`src/rtl/step_pkg.sv`:
```
// Shared types for the step/direction path: receiver FSM states and the
// direction encoding the pulse generator also drives.
package step_pkg;

  typedef enum logic [2:0] {
    WAIT_LOW = 3'd0,
    IDLE     = 3'd1,
    QUAL     = 3'd2,
    ACC_HIGH = 3'd3,
    LOW      = 3'd4
  } state_t;

  localparam logic DIR_POS = 1'b1;
  localparam logic DIR_NEG = 1'b0;

endpackage

```
`src/rtl/sync2.sv`:
```
// Two-flop synchroniser for one asynchronous level; both flops clear to 0.
module sync2 (
  input  logic clk,
  input  logic rst,
  input  logic d_i,
  output logic q_o
);

  logic meta_q;
  logic sync_q;

  always_ff @(posedge clk) begin
    if (rst) begin
      meta_q <= 1'b0;
      sync_q <= 1'b0;
    end else begin
      meta_q <= d_i;
      sync_q <= meta_q;
    end
  end

  assign q_o = sync_q;

endmodule

```
`src/rtl/step_rx.sv`:
```
// Step/direction receiver: qualifies step pulses by high width, tracks a signed
// position, step count, step period, motion/timeout and a count-reached flag.
module step_rx
  import step_pkg::*;
#(
  parameter int unsigned SIZE     = 16,
  parameter int unsigned POS_W    = 32,
  parameter int unsigned MIN_HIGH = 2,
  parameter int unsigned TIMEOUT  = 4000
) (
  input  logic             clk,
  input  logic             rst,
  input  logic             step_in,
  input  logic             dir_in,
  input  logic             clr,
  input  logic [SIZE-1:0]  n,
  output logic [POS_W-1:0] position,
  output logic [SIZE-1:0]  step_cnt,
  output logic [SIZE-1:0]  period,
  output logic             period_valid,
  output logic             moving,
  output logic             step_pulse,
  output logic             glitch_err,
  output logic             count_done,
  output logic [2:0]       fsm_state
);

  localparam int unsigned HCNT_W = (MIN_HIGH < 2) ? 1 : $clog2(MIN_HIGH + 1);
  // hcnt holds the high samples seen before the current one, so the
  // MIN_HIGH-th sample accepts when hcnt reaches MIN_HIGH-1.
  localparam logic [HCNT_W-1:0] HCNT_LAST = HCNT_W'(MIN_HIGH - 1);

  logic s;
  logic d;

  sync2 u_sync_step (.clk(clk), .rst(rst), .d_i(step_in), .q_o(s));
  sync2 u_sync_dir  (.clk(clk), .rst(rst), .d_i(dir_in),  .q_o(d));

  state_t             state_q, state_d;
  logic [HCNT_W-1:0]  hcnt_q, hcnt_d;
  logic [1:0]         prime_q;
  logic [SIZE-1:0]    pcnt_q;
  logic [POS_W-1:0]   position_q;
  logic [SIZE-1:0]    step_cnt_q;
  logic [SIZE-1:0]    period_q;
  logic               period_valid_q;
  logic               moving_q;
  logic               step_pulse_q;
  logic               glitch_err_q;
  logic               count_done_q;
  logic               accept;
  logic               glitch;
  logic               timeout;
  logic [SIZE-1:0]    step_cnt_inc;

  assign timeout      = moving_q && (pcnt_q == SIZE'(TIMEOUT));
  assign step_cnt_inc = step_cnt_q + SIZE'(1);

  always_comb begin
    state_d = state_q;
    hcnt_d  = hcnt_q;
    accept  = 1'b0;
    glitch  = 1'b0;
    case (state_q)
      // prime_q keeps the reset-cleared synchroniser from passing for a low line
      WAIT_LOW: if (prime_q[1] && !s) state_d = IDLE;
      IDLE, LOW: begin
        if (s) begin
          if (MIN_HIGH == 1) begin
            accept  = 1'b1;
            state_d = ACC_HIGH;
          end else begin
            hcnt_d  = HCNT_W'(1);
            state_d = QUAL;
          end
        end
      end
      QUAL: begin
        if (s) begin
          if (hcnt_q == HCNT_LAST) begin
            accept  = 1'b1;
            state_d = ACC_HIGH;
          end else begin
            hcnt_d = hcnt_q + HCNT_W'(1);
          end
        end else begin
          glitch  = 1'b1;
          state_d = moving_q ? LOW : IDLE;
        end
      end
      ACC_HIGH: if (!s) state_d = LOW;
      default:  state_d = WAIT_LOW;
    endcase
    // A line still high at timeout is treated as stuck and must drop first.
    if (timeout && !accept) begin
      if (state_q == QUAL || state_q == ACC_HIGH) state_d = WAIT_LOW;
      else if (state_q == LOW)                    state_d = IDLE;
    end
  end

  always_ff @(posedge clk) begin
    if (rst) begin
      state_q        <= WAIT_LOW;
      hcnt_q         <= '0;
      prime_q        <= '0;
      pcnt_q         <= '0;
      position_q     <= '0;
      step_cnt_q     <= '0;
      period_q       <= '0;
      period_valid_q <= 1'b0;
      moving_q       <= 1'b0;
      step_pulse_q   <= 1'b0;
      glitch_err_q   <= 1'b0;
      count_done_q   <= 1'b0;
    end else begin
      state_q      <= state_d;
      hcnt_q       <= hcnt_d;
      prime_q      <= {prime_q[0], 1'b1};
      step_pulse_q <= accept;
      glitch_err_q <= glitch;

      if (accept)              pcnt_q <= SIZE'(1);
      else if (pcnt_q != '1)   pcnt_q <= pcnt_q + SIZE'(1);

      if (accept) begin
        if (moving_q) begin
          period_q       <= pcnt_q;
          period_valid_q <= 1'b1;
        end
        moving_q <= 1'b1;
      end else if (timeout) begin
        moving_q       <= 1'b0;
        period_valid_q <= 1'b0;
      end

      if (clr) begin
        position_q   <= '0;
        step_cnt_q   <= '0;
        count_done_q <= 1'b0;
      end else if (accept) begin
        position_q <= (d == DIR_POS) ? position_q + POS_W'(1) : position_q - POS_W'(1);
        step_cnt_q <= step_cnt_inc;
        if (n != '0 && step_cnt_inc == n) count_done_q <= 1'b1;
      end
    end
  end

  assign position     = position_q;
  assign step_cnt     = step_cnt_q;
  assign period       = period_q;
  assign period_valid = period_valid_q;
  assign moving       = moving_q;
  assign step_pulse   = step_pulse_q;
  assign glitch_err   = glitch_err_q;
  assign count_done   = count_done_q;
  assign fsm_state    = state_q;

endmodule

```
`config.mk`:
```
export PLATFORM = sky130hd
export DESIGN_NAME = step_rx
export DESIGN_NICKNAME = d
export VERILOG_FILES = /design/src/rtl/step_pkg.sv /design/src/rtl/sync2.sv /design/src/rtl/step_rx.sv
export SDC_FILE = /design/constraint.sdc
export NUM_CORES = 1
export LEC_CHECK = 0
export ABC_CLOCK_PERIOD_IN_PS = 4800
export CAP_MARGIN = 25
export CORE_ASPECT_RATIO = 0.8
export CORE_MARGIN = 5
export CORE_UTILIZATION = 43
export DETAILED_ROUTE_END_ITERATION = 6
export PLACE_DENSITY_LB_ADDON = 0.1
export SETUP_SLACK_MARGIN = 0.02
export SLEW_MARGIN = 20
export SYNTH_ARGS = -nofsm -noshare
export SYNTH_HDL_FRONTEND = slang
export SYNTH_SLANG_ARGS = --single-unit
```
`constraint.sdc`:
```
create_clock -name clk -period 4.8 [get_ports clk]
set_input_delay 0.72 -clock clk [delete_from_list [all_inputs] [get_ports clk]]
set_output_delay 0.72 -clock clk [all_outputs]
set_load 0.05 [all_outputs]
```
==> impl_metrics.toml, run 1 <==
[finish]
final_nets = 878
layout_common_cells = "nand2_1 (104), dfxtp_1 (96), clkdlybuf4s50_1 (92)"
final_common_cell = "nand2_1"
syn_to_final_growth_pct = 23.3
antenna_cells = 0
drive_gt1_frac = 0.0387

[clock_tree]
cts.path.max_buffers = 2
htree_levels = 3
cts_resized = 0
cts_tree = "done"
cts_setup_buffers = 0
cts-hold-fix-buffers = 0
cts_buffers = 9
clk_pin_slew_ns = 0.08
insertion_delay_ns = 0.34
root_buffer = "clkbuf_16"
cts.sink_count = 96

[logic_synthesis]
synth_area_per_cell_um2 = 7.71
synth_cell_type_count = 59
synthCells = 749
ys.flop_type = "dfxtp_1"
ys_seq_elements = 96
ys_warn_count = 0
syn_nets = 805
yosysSeqAreaShare = 0.333
synth_top_area_frac = 0.333
synth_edf_count = 0
netlist_top_cells_area = "dfxtp_1 (33%), a21oi_1 (7.8%), ha_1 (7.4%), nand2_1 (6.8%), xor2_1 (5.6%)"
syn-cell-area_mm2 = 0.00578
async_flop_share = 0
yosysTopAreaCell = "dfxtp_1"

[worst_setup_path]
rrSetupSlack_ns = 1.46
worstSetupPathType = "reg2reg"
cp_max_fo = 16
critPathCaptureType = "flop"
worstPathArrival_ns = 3.56
r2r_start = "u_sync_dir.q_o"
start_kind = "flop"
cp_data_required_time_ns = 5.02
cp-startpoint = "u_sync_dir.q_o"

[place]
place.detailed.hpwl_um = 11300
globalplace.congestion = 0.937
io_buffers = 92

[sta]
fin_setup_tns_ns = 0
clock_skew_ns = 0.0150
fin_crit_sh = 0.695
clock.fmax_mhz = 300
worstMarginPinSlew_ns = 0.902
slew_headroom = 0.398
finalSetupViolCount = 0
grt_setup_unrepaired = "no"
fin_crit_ns = 3.34
final-hold-violation-count = 0
drv_slew = 0

[global_routing]
grt_max_degree = 43
antenna_found_initial = 0
grt_use_total = 0.192
grt_pass1_wl_um = 26000
globalRouteOverflowTotal = 0
grt_pass1_vias = 5334

[die]
fp.coreArea_mm2 = 0.0130
die-area_mm2 = 0.0159
die_w_um = 140
start_util = 0.444
placementRows = 37
num_io_pins = 93
die_h_um = 114

[status]
status = "finished clean"

[route]
wl_um = 15400
wire_per_inst_um = 15.4
drc = 0
drt-initial-drc-count = 373
detail_route.first_pass.iterations = 5
vias = 5572
avgViaCountPerCell = 5.56
ant_nets = 0

[hold_path]
hp-class = "reg2reg"
min_from = "prime_q[0]"

[pwr]
ir_worst_vdd_mv = 0.195
powerDensity_mw_per_mm2 = 234
totalPowerFinal_w = 0.00167
p_leak_nw = 2.60

[flow_run]
drv_cap = 0
==> Yosys cell counts (4+ instances only) <==
master / instances
nand3_1: 52
nand4_1: 12
inv_1: 18
dfxtp_1: 96
and3_1: 11
nor2_1: 63
ha_1: 34
xnor2_1: 36
a21oi_1: 90
o21ai_1: 4
nor3_1: 19
a21o_1: 6
nand2_1: 104
or3_1: 6
o211ai_1: 4
o21ai_0: 32
o21bai_1: 5
xor2_1: 37
a211oi_1: 4
nor2b_1: 8
clkbuf_1: 34
nor4_1: 9
and2_1: 4
o21a_1: 5
==> stage by stage <==
step                      setup slack, ns  utilization  area (um^2)  cells  hold WS (ns)
after floorplan                      1.81            -         5780    749         0.414
after global placement               1.61        0.525         6830    986         0.422
after detailed placement             1.54        0.525         6830    986         0.425
after CTS                            1.51        0.547         7120   1002         0.437
after global routing                 1.25        0.548         7120   1002         0.452
final                                1.46        0.548         7120   1002         0.437
==> worst paths after layout <==
path                  endpoint  cells after the start
hold reg to reg     prime_q[1]                      1
hold / removal      prime_q[1]                      1
setup / recovery  position[27]                     11
setup reg to reg  position[27]                     11
==> area by class of cell <==
type,instances,area (um^2)
inverters,19,71.3
fillers,1244,5880
clock buffers,9,225
well taps,175,219
flip-flops and latches,96,1920
clock inverters,7,70.1
repair buffers,96,951
multi-input cells,600,3670
==> where the power goes <==
group	switching (W)	leakage (nW)	internal [W]	total [W]
combinational	0.0000855	1.68	0.0000608	0.000146
clock	0.000344	0.142	0.000367	0.000711
sequential	0.00000701	0.775	0.000802	0.000809
==> logic make-up after synthesis <==
kind of cell	synth area share
buf+inv	0.0344
compound gates	0.189
simple gates	0.253
flops	0.333
fa+ha+maj	0.0771
mux	0.00346
xor+xnor	0.111
==> layer usage <==
layer	routed length, um	global-route usage	vias up
li1	-	-	2804
met1	7550	0.262	2573
met2	6820	0.313	174
met3	769	0.0377	21
met4	267	0.0529	0
met5	0	0	-
==> registers in the layout (all words and copies together) (netlist names), 2 cells and up <==
| signal | flops |
|---|---|
| period | 16 |
| fsm_state | 3 |
| hcnt_q | 2 |
| pcnt_q | 16 |
| step_cnt | 16 |
| prime_q | 2 |
| position | 32 |
==> critical path, cell delays in order, from the launching register on <==
cell and delay [ns]:
dfxtp_1 0.35, inv_1 0.45, buf_4 0.34, ha_1 0.34, a21oi_1 0.16, o21ai_1 0.12
a221oi_1 0.43, nand3_1 0.22, a311o_1 0.40, a21oi_1 0.17, xor2_1 0.15, o21ai_1 0.08
No activity file was read; power rests on OpenSTA's default activity.
==> run 2: changes to the inputs <==
- ABC_CLOCK_PERIOD_IN_PS: 4800 -> 3300
- clock period: 4.8 -> 3.3 ns (I/O delays scaled with it)
==> run 2 against run 1 <==
Compared with the run above:
- first-iteration DRC count is 20% lower
- maximum frequency increased by 8.0%
- clock skew decreased by 0.0086 ns
- combinational power grew 49%
- global-route usage grew 0.23 points
- core utilization rose by 0.91 points
- largest power group unchanged
==> impl_metrics.toml, run 2 (same netlist as run 1, synthesis figures left out) <==
[status]
status = "finished clean"

[die]
placementRows = 37
die_w_um = 140
die_h_um = 114
num_io_pins = 93
start_util = 0.444
die-area_mm2 = 0.0159
fp.coreArea_mm2 = 0.0130

[clock_tree]
cts_tree = "done"
cts.path.max_buffers = 2
insertion_delay_ns = 0.35
htree_levels = 3
clk_pin_slew_ns = 0.07
root_buffer = "clkbuf_16"
cts_buffers = 9
cts.sink_count = 96

[route]
avgViaCountPerCell = 5.54
drc = 0
wire_per_inst_um = 15.3
wl_um = 15400
drt-initial-drc-count = 300
detail_route.first_pass.iterations = 5
vias = 5588
ant_nets = 0

[global_routing]
antenna_found_initial = 0
globalRouteOverflowTotal = 0
grt_pass1_vias = 5308
grt_pass1_wl_um = 26000
grt_max_degree = 43
grt_use_total = 0.194

[place]
io_buffers = 92
globalplace.congestion = 0.930
dp_slack_ns = 0.0596
place.detailed.hpwl_um = 11300

[pwr]
p_seq_frac = 0.468
p_leak_nw = 2.66
clock_power_share = 0.446
switching_share = 0.256
combPwrFrac = 0.086
power.internal_w = 0.00187
ir_worst_vdd_mv = 0.280
powerDensity_mw_per_mm2 = 347
p_switching_w = 0.000644

[sta]
drv_slew = 0
worstMarginPinSlew_ns = 0.874
fin_crit_sh = 0.936
fin_setup_tns_ns = 0
slew_headroom = 0.417
clock.fmax_mhz = 324
fin_ws_ns = 0.212
grt_setup_unrepaired = "no"
final-hold-violation-count = 0
fin_crit_ns = 3.09
finalSetupViolCount = 0
clock_skew_ns = 0.00638

[worst_setup_path]
critical-path-slowest-cell = "dfxtp_1"
crit_chain = "clkinvlp_4 > buf_12 > buf_4 > ha_1 > a21oi_1 > o21ai_1 > a221oi_2 > nand3_1 > a311o_1 > a21oi_1 > xor2_1 > o21ai_1"
r2r_start = "u_sync_dir.q_o"
critPathCaptureType = "flop"
cp-startpoint = "u_sync_dir.q_o"
worstSetupPathType = "reg2reg"
cp_max_fo = 16
worstPathArrival_ns = 3.32
cp_data_required_time_ns = 3.53
max_stage_delay_ns = 0.43
start_kind = "flop"

[finish]
largest_reg_flops = 32
final_common_cell = "nand2_1"
utilization = 0.557
drive_gt1_frac = 0.0516
antenna_cells = 0
final_nets = 885
syn_to_final_growth_pct = 25.4
layout_common_cells = "nand2_1 (104), dfxtp_1 (96), clkdlybuf4s50_1 (92)"

[flow_run]
drv_cap = 0

[hold_path]
min_from = "prime_q[0]"
hp-class = "reg2reg"
==> run 2: cell types whose count changed in the layout (fill, tap and decap cells not counted), moves of 2 or more <==
cell / previous run / this run
buf_4: 4 / 10
inv_6: 3 / 0
a221oi_1: 3 / 0
inv_8: 1 / 3
a221oi_2: 0 / 3
==> run 2: path summary, 6_finish.rpt <==
| kind | end | slack [ns] | cells past startpoint |
|---|---|---|---|
| hold reg to reg | prime_q[1] | 0.43 | 1 |
| setup / recovery | position[27] | 0.21 | 12 |
| hold / removal | prime_q[1] | 0.43 | 1 |
| setup reg to reg | position[27] | 0.21 | 12 |
==> run 2: area by class of cell <==
| cell class | count | area [um^2] |
|---|---|---|
| tap | 175 | 219 |
| clock buffer | 9 | 225 |
| sequential | 96 | 1920 |
| clock inverter | 7 | 97.6 |
| inverter | 19 | 75.1 |
| timing repair buffer | 103 | 1020 |
| multi-input combinational | 600 | 3690 |
| fill | 1220 | 5770 |
==> run 2: worst max-delay path, delay by kind of cell (launching register included) <==
kind	cells	cell delay [ns]
AND/OR/NAND/NOR	1	0.21
flip-flops	1	0.43
XOR/XNOR	1	0.16
adder cells (fa/ha/maj)	1	0.35
AO/OA/AOI/OAI	6	1.33
buffers and inverters	3	0.47
==> run 2: repair_timing <==
item	CTS	global route
gates resized for setup	0	6
hold buffers	0	0
setup buffers	0	2
endpoints found under the setup margin	0	17
==> run 2: power groups by stage <==
stage	clock (W)	combinational, W	sequential, W
floorplan	0	0.000137	0.00121
detailed placement	0	0.000208	0.00120
global placement	0	0.000206	0.00120
global route	0.00120	0.000240	0.00118
CTS	0.00116	0.000210	0.00118
finish	0.00112	0.000217	0.00118
==> run 2: per-layer routing <==
layer | part of all wire | track usage
met1 | 0.48 | 0.260
met2 | 0.44 | 0.310
met3 | 0.056 | 0.0528
met4 | 0.020 | 0.0575
met5 | 0 | 0
==> run 2: per-stage QoR <==
| stage | cell area, um^2 | std cells | hold slack, ns | total power (W) |
|---|---|---|---|---|
| 2_1_floorplan | 5780 | 749 | 0.414 | 0.00134 |
| 3_3_place_gp | 6860 | 991 | 0.421 | 0.00141 |
| 3_5_place_dp | 6860 | 991 | 0.424 | 0.00141 |
| 4_1_cts | 7190 | 1007 | 0.436 | 0.00254 |
| 5_1_grt | 7240 | 1009 | 0.459 | 0.00262 |
| 6_report | 7240 | 1009 | 0.435 | 0.00252 |
==> run 3: changes to the inputs <==
--- a/config.mk
+++ b/config.mk
@@ -7,5 +7,5 @@
 export LEC_CHECK = 0
 export ABC_CLOCK_PERIOD_IN_PS = 3300
-export CAP_MARGIN = 25
+export CAP_MARGIN = 20
 export CORE_ASPECT_RATIO = 0.8
 export CORE_MARGIN = 5
==> constraint.sdc (replaced) <==
create_clock -name clk -period 3.3 [get_ports clk]
set_input_delay 0.66 -clock clk [delete_from_list [all_inputs] [get_ports clk]]
set_output_delay 0.66 -clock clk [all_outputs]
set_load 0.05 [all_outputs]
==> run 3 against run 2 <==
Compared with the run above:
- combinational power about the same
- maximum frequency rose by 0.97%
- critical path depth shrank 1
- routed wire length increased by 0.27%
- power fell by 2.2%
- largest cell class unchanged
- largest power group unchanged
==> impl_metrics.toml, run 3 (same netlist as run 1, synthesis figures left out) <==
[route]
wire_per_inst_um = 15.3
ant_nets = 0
detail_route.first_pass.iterations = 5
avgViaCountPerCell = 5.60
wl_um = 15500
drt-initial-drc-count = 249
drc = 0
vias = 5660

[global_routing]
gr-usage-met1 = 0.260
globalRouteOverflowTotal = 0
grtUsageMet2 = 0.319
met3_usage = 0.0398
grt_use_total = 0.194
grt_pass1_vias = 5396
antenna_found_initial = 0
grt_pass1_wl_um = 26000
grt_max_degree = 43
grt.busiest_layer = "met2"

[sta]
grt_setup_unrepaired = "no"
clock_skew_ns = 0.0102
final-hold-violation-count = 0
drv_slew = 0
worstMarginPinSlew_ns = 0.892
finalSetupViolCount = 0
clock.fmax_mhz = 327
fin_crit_ns = 3.06
fin_crit_sh = 0.927
slew_headroom = 0.405

[clock_tree]
cts.sink_count = 96
htree_levels = 3
cts_buffers = 9
root_buffer = "clkbuf_16"
cts.path.max_buffers = 2
cts_tree = "done"
clk_pin_slew_ns = 0.08
insertion_delay_ns = 0.35

[finish]
final_cells = 1011
final_nets = 887
antenna_cells = 0
layout_common_cells = "nand2_1 (104), dfxtp_1 (95), clkdlybuf4s50_1 (92)"
largest_reg_flops = 32
multi_input_area_mm2 = 0.00369
nFillCells = 1210
syn_to_final_growth_pct = 25.2
drive_gt1_frac = 0.0574
regArea_mm2 = 0.00192
final_common_cell = "nand2_1"
utilization = 0.556

[place]
io_buffers = 92
place_inst = 990
globalplace.congestion = 0.888
place.detailed.hpwl_um = 11300

[die]
die_w_um = 140
placementRows = 37
die_h_um = 114
num_io_pins = 93
die-area_mm2 = 0.0159
fp.coreArea_mm2 = 0.0130
start_util = 0.444

[worst_setup_path]
worstSetupPathType = "reg2reg"
cp_max_fo = 7
critPathTopFamily = "compound AO/OA/AOI/OAI gates"
start_kind = "flop"
worst-path-buf-inv = 2
crit_chain = "clkinvlp_4 > buf_4 > ha_1 > a21oi_1 > o311ai_1 > a21oi_1 > nand3_1 > a311o_1 > a21oi_1 > xor2_1 > o21ai_1"
cpMostUsedCell = "a21oi_1"
critPathCaptureType = "flop"
worstPathArrival_ns = 3.30
critical-path-slowest-cell = "dfxtp_2"
cp_data_required_time_ns = 3.54
max_stage_delay_ns = 0.46

[hold_path]
hp-class = "reg2reg"

[pwr]
p_leak_nw = 2.65
totalPowerFinal_w = 0.00246
ir_worst_vdd_mv = 0.241
powerDensity_mw_per_mm2 = 340

[status]
status = "finished clean"

[flow_run]
drv_cap = 0
==> run 3: changes by cell type in the layout (fill, tap and decap cells not counted), sizes merged <==
cell and delta:
bufinv -1, inv +1, clkinvlp +2
==> run 3: layout make-up <==
class	instances	area share
flip-flops and latches	96	0.266
multi-input cells	600	0.510
inverters	19	0.0104
clock buffers	9	0.0311
repair buffers	103	0.139
clock inverters	7	0.0112
repair inverters	2	0.00208
well taps	175	0.0303
==> run 3: per-stage QoR <==
step / TNS (ns) / setup WS, ns / hold slack (ns) / area (um^2)
6_report: 0 / 0.241 / 0.456 / 7240
4_1_cts: 0 / 0.0931 / 0.460 / 7190
5_1_grt: 0 / 0.0708 / 0.474 / 7240
3_5_place_dp: -0.216 / -0.111 / 0.431 / 6860
3_3_place_gp: 0 / 0.0338 / 0.418 / 6860
2_1_floorplan: 0 / 0.314 / 0.414 / 5780
==> run 3: tightest hold or removal path, cell delays in order (launching register included) <==
cell and delay [ns]:
dfxtp_1 0.31, nand2_1 0.05, a21oi_1 0.05
==> run 3: final timing paths <==
| kind | slack [ns] | to | cells after the start | startpoint |
|---|---|---|---|---|
| setup / recovery | 0.24 | position[27] | 11 | u_sync_dir.q_o |
| hold / removal | 0.46 | period_valid | 2 | period_valid |
| setup reg to reg | 0.24 | position[27] | 11 | u_sync_dir.q_o |
| hold reg to reg | 0.46 | period_valid | 2 | period_valid |
==> run 3: metal layers <==
layer / wire [um] / part of all wire
met5: 0 / 0
met3: 806 / 0.052
met1: 7360 / 0.48
met2: 7030 / 0.45
met4: 286 / 0.018
==> run 3: power breakdown <==
group	total [W]	leakage, nW	switching, W	internal (W)
Sequential	0.00118	0.776	0.0000111	0.00117
Clock	0.00107	0.150	0.000524	0.000542
Combinational	0.000218	1.72	0.000126	0.0000927
Total	0.00246	2.65	0.000660	0.00180
==> run 3: what timing repair did <==
item	in CTS	in global routing
setup buffers	2	1
endpoints found under the setup margin	3	9
cloned	1	1
gates resized for setup	3	8
hold buffers	0	0
